[src/rtl/mul_hilo_ctrl.sv]
// Sequencer for an external 32x32 combinational multiplier with HI/LO result registers.
// Optional MUL_SIGNED_EN adds signed operand handling (magnitudes out, product negated on capture).
module mul_hilo_ctrl #(
  parameter int unsigned SETTLE_CYCLES = 2
) (
  input  logic        clock,
  input  logic        clear_n,
  input  logic        start,
  input  logic [31:0] op_a,
  input  logic [31:0] op_b,
  input  logic        is_signed,
  output logic [31:0] mul_a,
  output logic [31:0] mul_b,
  input  logic [63:0] mul_result,
  input  logic        hi_wr,
  input  logic        lo_wr,
  input  logic [31:0] wr_data,
  output logic        busy,
  output logic        done,
  output logic [31:0] hi,
  output logic [31:0] lo
);

  typedef enum logic [1:0] {IDLE, SETTLE, CAPTURE} state_e;

  localparam logic [3:0] CNT_INIT = 4'(SETTLE_CYCLES - 1);

  state_e      state_q, state_d;
  logic [3:0]  cnt_q, cnt_d;
  logic [31:0] mul_a_q, mul_a_d, mul_b_q, mul_b_d;
  logic [31:0] hi_q, hi_d, lo_q, lo_d;
  logic        done_q, done_d;
  logic [31:0] op_a_eff, op_b_eff;
  logic [63:0] prod;

`ifdef MUL_SIGNED_EN
  logic sign_q, sign_d;

  // Magnitudes go to the unsigned multiplier; 0x80000000 negates to itself, which is the right magnitude.
  always_comb begin
    op_a_eff = (is_signed && op_a[31]) ? 32'(32'd0 - op_a) : op_a;
    op_b_eff = (is_signed && op_b[31]) ? 32'(32'd0 - op_b) : op_b;
    sign_d   = sign_q;
    if (state_q == IDLE && start) sign_d = is_signed & (op_a[31] ^ op_b[31]);
    prod     = sign_q ? 64'(~mul_result + 64'd1) : mul_result;
  end

  always_ff @(posedge clock or negedge clear_n) begin
    if (!clear_n) sign_q <= 1'b0;
    else          sign_q <= sign_d;
  end
`else
  logic unused_is_signed;
  assign unused_is_signed = is_signed;
  assign op_a_eff = op_a;
  assign op_b_eff = op_b;
  assign prod     = mul_result;
`endif

  always_comb begin
    state_d = state_q;
    cnt_d   = cnt_q;
    mul_a_d = mul_a_q;
    mul_b_d = mul_b_q;
    hi_d    = hi_q;
    lo_d    = lo_q;
    done_d  = 1'b0;
    case (state_q)
      IDLE: begin
        // start wins over direct HI/LO writes in the same cycle
        if (start) begin
          state_d = SETTLE;
          cnt_d   = CNT_INIT;
          mul_a_d = op_a_eff;
          mul_b_d = op_b_eff;
        end else begin
          if (hi_wr) hi_d = wr_data;
          if (lo_wr) lo_d = wr_data;
        end
      end
      SETTLE: begin
        if (cnt_q == 4'd0) state_d = CAPTURE;
        else               cnt_d   = cnt_q - 4'd1;
      end
      CAPTURE: begin
        state_d = IDLE;
        hi_d    = prod[63:32];
        lo_d    = prod[31:0];
        done_d  = 1'b1;
      end
      default: state_d = IDLE;
    endcase
  end

  always_ff @(posedge clock or negedge clear_n) begin
    if (!clear_n) begin
      state_q <= IDLE;
      cnt_q   <= 4'd0;
      mul_a_q <= 32'd0;
      mul_b_q <= 32'd0;
      hi_q    <= 32'd0;
      lo_q    <= 32'd0;
      done_q  <= 1'b0;
    end else begin
      state_q <= state_d;
      cnt_q   <= cnt_d;
      mul_a_q <= mul_a_d;
      mul_b_q <= mul_b_d;
      hi_q    <= hi_d;
      lo_q    <= lo_d;
      done_q  <= done_d;
    end
  end

  assign mul_a = mul_a_q;
  assign mul_b = mul_b_q;
  assign hi    = hi_q;
  assign lo    = lo_q;
  assign done  = done_q;
  assign busy  = (state_q != IDLE);

endmodule

[config.mk]
export PLATFORM = sky130hd
export DESIGN_NAME = mul_hilo_ctrl
export DESIGN_NICKNAME = d
export VERILOG_FILES = /design/src/rtl/mul_hilo_ctrl.sv
export SDC_FILE = /design/constraint.sdc
export NUM_CORES = 1
export LEC_CHECK = 0
export BUFFER_PORTS_ARGS = -buffer_cell sky130_fd_sc_hd__buf_2
export CAP_MARGIN = 10
export CORE_UTILIZATION = 48
export CTS_BUF_LIST = sky130_fd_sc_hd__clkbuf_8
export DETAILED_ROUTE_END_ITERATION = 8
export PLACE_DENSITY = 0.83
export SLEW_MARGIN = 10
export SYNTH_ARGS = -nofsm -noshare
export SYNTH_HDL_FRONTEND = slang
export SYNTH_SLANG_ARGS = --single-unit
[constraint.sdc]
create_clock -name clock -period 1.8 [get_ports clock]
set_input_delay 0.18 -clock clock [delete_from_list [all_inputs] [get_ports clock]]
set_output_delay 0.18 -clock clock [all_outputs]
set_load 0.01 [all_outputs]
# Word level (Yosys, flattened, before mapping)
# Cells that the tools add are included.
# word_totals
out_inout_bits	130
in_bits	166
register_bits	135
elab_cells	39
# op_classes
muxes	13
eq_ne	8
reduce_logical	10
n_addsub	1
# ops
operator	n
32-bit 2-to-1 mux	4
32-bit one-hot mux with 2 select lines	2
2-bit inequality test (second input constant)	6
3-bit AND reduction	3
4-bit 2-to-1 mux	2
4-bit one-hot mux with 2 select lines	1
2-bit nonzero test	3
4-bit logical NOT	1
2-bit 2-to-1 mux	2
2-bit one-hot mux with 2 select lines	1
2-bit AND reduction	2
4-bit by 1-bit subtractor with 4-bit output (second input constant)	1
2-bit by 1-bit == test with 1-bit output (second input constant)	1
2-bit == test (second input constant)	1
2-bit logical NOT	1
1-bit 2-to-1 mux	1

# Logic depth before layout (Yosys ltp)
# logic_depth
depth_word	3
mapped_depth	6
ltp_nobuf	5

# Least setup slack after synthesis
# OpenSTA, ideal clock, no wires.
# synth_path
kind	register -> register
from	register state_q[0]
to	register mul_a_q[11] (netlist: mul_a[11])
period_less_slack_ns	1.544
required_time_ns	1.675
arrival_ns	1.419
setup_ns	0.125
setup_slack_ns	0.256
stages_incl_launch_ff	6
n_path_buf	3
path_cell_list	dfrtp_1 buf_2 nor3b_2 buf_4 buf_6 mux2_2
# synth_via
elab_chain_cells	2
# synth_rtl
item	line	text
start: declaration	28	state_e state_q, state_d;
start signal: assignment	105	state_q <= state_d;
2-bit logical NOT	68	case (state_q)
2-bit AND reduction (no source line)	-	
end signal: assignment	107	mul_a_q <= mul_a_d;
end: declaration	30	logic [31:0] mul_a_q, mul_a_d, mul_b_q, mul_b_d;
# No other way between the ends.
# A chain may end at the register's enable or synchronous reset.

# Worst setup path in the final report
# layout_path
from	register state_q[0]
to	register lo_q[9] (netlist: lo[9])
# layout_via
elab_chain_cells	3
elab_cells_between_ends	7
cone_classes	3 x eq/ne; 1 x mux; 3 x reduce/logical
# layout_rtl
item	line	text
2-bit logical NOT / 2-bit == test (equally long branches)	68	
2-bit inequality test (no source line) / 2-bit nonzero test (equally long branches)	-	
3-bit AND reduction (no source line)	-	
end signal: assignment	110	lo_q <= lo_d;
end: declaration	31	logic [31:0] hi_q, hi_d, lo_q, lo_d;
# Parallel ways exist; a longest one is shown, timed or not.

==> out/summary.json <==
{
  "status": {
    "status": "finished, final reports clean"
  },
  "sta": {
    "final_hold_viol_count": 0,
    "fmaxAchievable_mhz": 582,
    "period_needed_ns": 1.72,
    "finalMaxSlewViolations": 0,
    "max_slew.worst_pin.slew_ns": 0.435,
    "rsz_0062_raised_after_global_routing": "false",
    "fin_setup_tns_ns": 0,
    "finalClockSkew_ns": 0.00967,
    "setup_viol": 0,
    "slew_headroom_pct": 71.0,
    "ratio_of_final_minimum_period_to_clock_period_pct": 95.4
  },
  "global_route": {
    "grt_antenna_before_repair": 0,
    "grt_pass1_wl_um": 25600,
    "groute.layer.met3.usage_pct": 7.96,
    "globalRouteOverflowTotal": 0,
    "grt_start_max_net_pins": 48,
    "grt_util_all_layers_pct": 25.9,
    "global_route.usage.met2_pct": 48.8,
    "first_global_vias": 5075,
    "top_usage_layer": "met2",
    "globalRouteMet1Util_pct": 26.1
  },
  "cells_and_area": {
    "fin_cells": 928,
    "fill_cells": 814,
    "layout-area-overhead-vs-synth_pct": 44.9,
    "utilization_pct": 72.5,
    "nets": 914,
    "post_route_cells_drive_above_1_share_pct": 70.6
  },
  "worst_setup_path": {
    "criticalPathCategory": "flop to flop",
    "critical_path.startpoint_type": "flop",
    "cp_data_required_time_ns": 2.11,
    "timing.critical_path.arrival_ns": 2.02,
    "critPathCaptureType": "flop",
    "worst_path_maximum_fanout": 38
  },
  "die": {
    "design.portCount": 296,
    "die_height_um": 115,
    "number_of_rows_created_at_floorplan": 40,
    "floorplan.die.width_um": 115,
    "die_area_um2": 13200,
    "effective_utilization_at_floorplan_pct": 50.1,
    "floorplan.core_area_um2": 12200
  },
  "yosys": {
    "yosys.cell_types.count": 26,
    "netlist_top_cells_count": "144 x sky130_fd_sc_hd__mux2_2, 135 x sky130_fd_sc_hd__dfrtp_1, 49 x sky130_fd_sc_hd__mux2_4",
    "synthDominantAreaCellType": "sky130_fd_sc_hd__dfrtp_1",
    "synth_top_area_share_pct": 55.3,
    "mapped_avg_cell_area_um2": 16.2,
    "synthesis.area_um2": 6110,
    "synth-async-reset-ratio_pct": 100,
    "postSynth.topFlopCell": "sky130_fd_sc_hd__dfrtp_1",
    "ys.warnings.count": 0,
    "post_synth_main_area_contributors": "sky130_fd_sc_hd__dfrtp_1 55%, sky130_fd_sc_hd__mux2_2 27%, sky130_fd_sc_hd__mux2_4 12%",
    "synth_nets": 545,
    "synth_seq_area_share_pct": 55.3,
    "synth_enable_flop_cells": 0,
    "yosys.cell_count.top_type": "sky130_fd_sc_hd__mux2_2",
    "ys_ff_latch": 135,
    "netlist_instances": 377
  },
  "cts": {
    "clock-root-buffer": "sky130_fd_sc_hd__clkbuf_8",
    "cts_tree": "yes",
    "cts.path.max_buffers": 2,
    "clkSinkCount": 135,
    "postCtsSetupBuffers": 0,
    "number_of_cts_inserted_buffers": 17,
    "clk_pin_slew_ns": 0.08,
    "htreeDepth": 4,
    "skew_pair_late_insertion_delay_ns": 0.42
  },
  "route": {
    "drt_wl_total_um": 16600,
    "first_iter_violations": 195,
    "postRouteAntennaNets": 0,
    "total_number_of_vias": 4591,
    "first_pass_iteration_count_of_the_detailed_router": 4,
    "viasPerCell": 4.95,
    "detail_route.wl_per_cell_um": 17.9,
    "route.detailed.drc": 0
  },
  "placement": {
    "buffer_ports.inserted": 294,
    "placed_instances": 830,
    "gpl.final_weighted_congestion": 0.770,
    "dp.final_hpwl_um": 11100
  },
  "pwr": {
    "leakagePower_uw": 0.00424,
    "power.density_nw_per_um2": 1580,
    "irDropWorstVdd_uv": 1030,
    "design_power_total_uw": 14000
  },
  "worst_hold_path": {
    "hold_path_class": "input pin to flop"
  },
  "job": {
    "max_cap_violations": 0
  }
}
-- flip-flops by register name, summed over array words and instances (netlist names) --
register  flops
cnt_q         4
done          1
hi           32
lo           32
mul_a        32
mul_b        32
state_q       2
-- final timing paths --
kind,from,slack [ns],cells past startpoint,end
max in group asynchronous,clear_n,0.95,3,hi[23]
min in group asynchronous,clear_n,0.23,2,lo[17]
worst min register to register,lo[1],0.50,1,lo[1]
worst min-delay path,mul_result[58],0.11,3,hi[26]
worst max-delay path,state_q[0],0.08,4,lo[9]
worst max register to register,state_q[0],0.08,4,lo[9]
-- layout by cell type (no fill, tap or decap), types with 2 or more instances in the layout --
master	instances
sky130_fd_sc_hd__a21oi_4	2
sky130_fd_sc_hd__buf_12	7
sky130_fd_sc_hd__buf_2	293
sky130_fd_sc_hd__buf_4	5
sky130_fd_sc_hd__clkbuf_8	18
sky130_fd_sc_hd__clkinv_4	6
sky130_fd_sc_hd__clkinvlp_4	4
sky130_fd_sc_hd__dfrtp_1	135
sky130_fd_sc_hd__dlygate4sd3_1	65
sky130_fd_sc_hd__ha_1	2
sky130_fd_sc_hd__inv_1	4
sky130_fd_sc_hd__mux2_2	144
sky130_fd_sc_hd__mux2_4	49
sky130_fd_sc_hd__nand2b_1	3
sky130_fd_sc_hd__nand3_1	2
sky130_fd_sc_hd__nand3b_1	2
-- critical path: stages (launching register included) --
cell	delay [ns]
sky130_fd_sc_hd__dfrtp_1	0.45
sky130_fd_sc_hd__nor2b_4	0.21
sky130_fd_sc_hd__buf_12	0.28
sky130_fd_sc_hd__mux2_2	0.38
sky130_fd_sc_hd__mux2_2	0.27
-- kinds of logic (layout without fill, tap and decap cells) --
family | count (synthesis) | in the layout | synth area share [%]
multiplexers | 193 | 193 | 38.6
flip-flops | 135 | 135 | 55.3
buffers and inverters | 24 | 406 | 3.07
AND/OR/NAND/NOR | 16 | 16 | 1.82
AO/OA/AOI/OAI | 7 | 7 | 0.860
adder cells (fa/ha/maj) | 2 | 2 | 0.409
other | 0 | 1 | 0
-- final cells by class --
| cell class | count | area, um^2 | area share, % |
|---|---|---|---|
| antenna | 1 | 2.50 | 0.0283 |
| clock buffer | 18 | 248 | 2.80 |
| clock inverter | 14 | 130 | 1.47 |
| inverter | 3 | 11.3 | 0.127 |
| multi-input combinational | 218 | 2570 | 29.0 |
| sequential | 135 | 3380 | 38.2 |
| tap | 168 | 210 | 2.37 |
| timing repair buffer | 371 | 2310 | 26.0 |
-- layer usage --
layer / routed length (um) / up-vias
met2: 9300 / 190
met1: 5830 / 2274
met3: 1020 / 35
met4: 414 / 0
li1: - / 2092
met5: 0 / -
-- stage by stage --
stage	hold slack [ns]	cell area (um^2)	setup slack, ns
2_1_floorplan	-0.116	6110	0.256
3_3_place_gp	0.130	7820	0.144
3_5_place_dp	0.139	7820	0.0859
4_1_cts	0.0622	8850	0.0263
5_1_grt	0.0745	8850	0.00347
6_report	0.112	8850	0.0826
-- where the power goes --
group	switching [uW]	internal, uW
logic	2850	3380
clock network	1180	1130
registers	837	4600
-- repair_timing --
item / CTS / global route
endpoints found under the hold margin: 106 / 0
hold buffers: 65 / 0
resized for setup: 0 / 0
(Power assumes the default switching activity.)
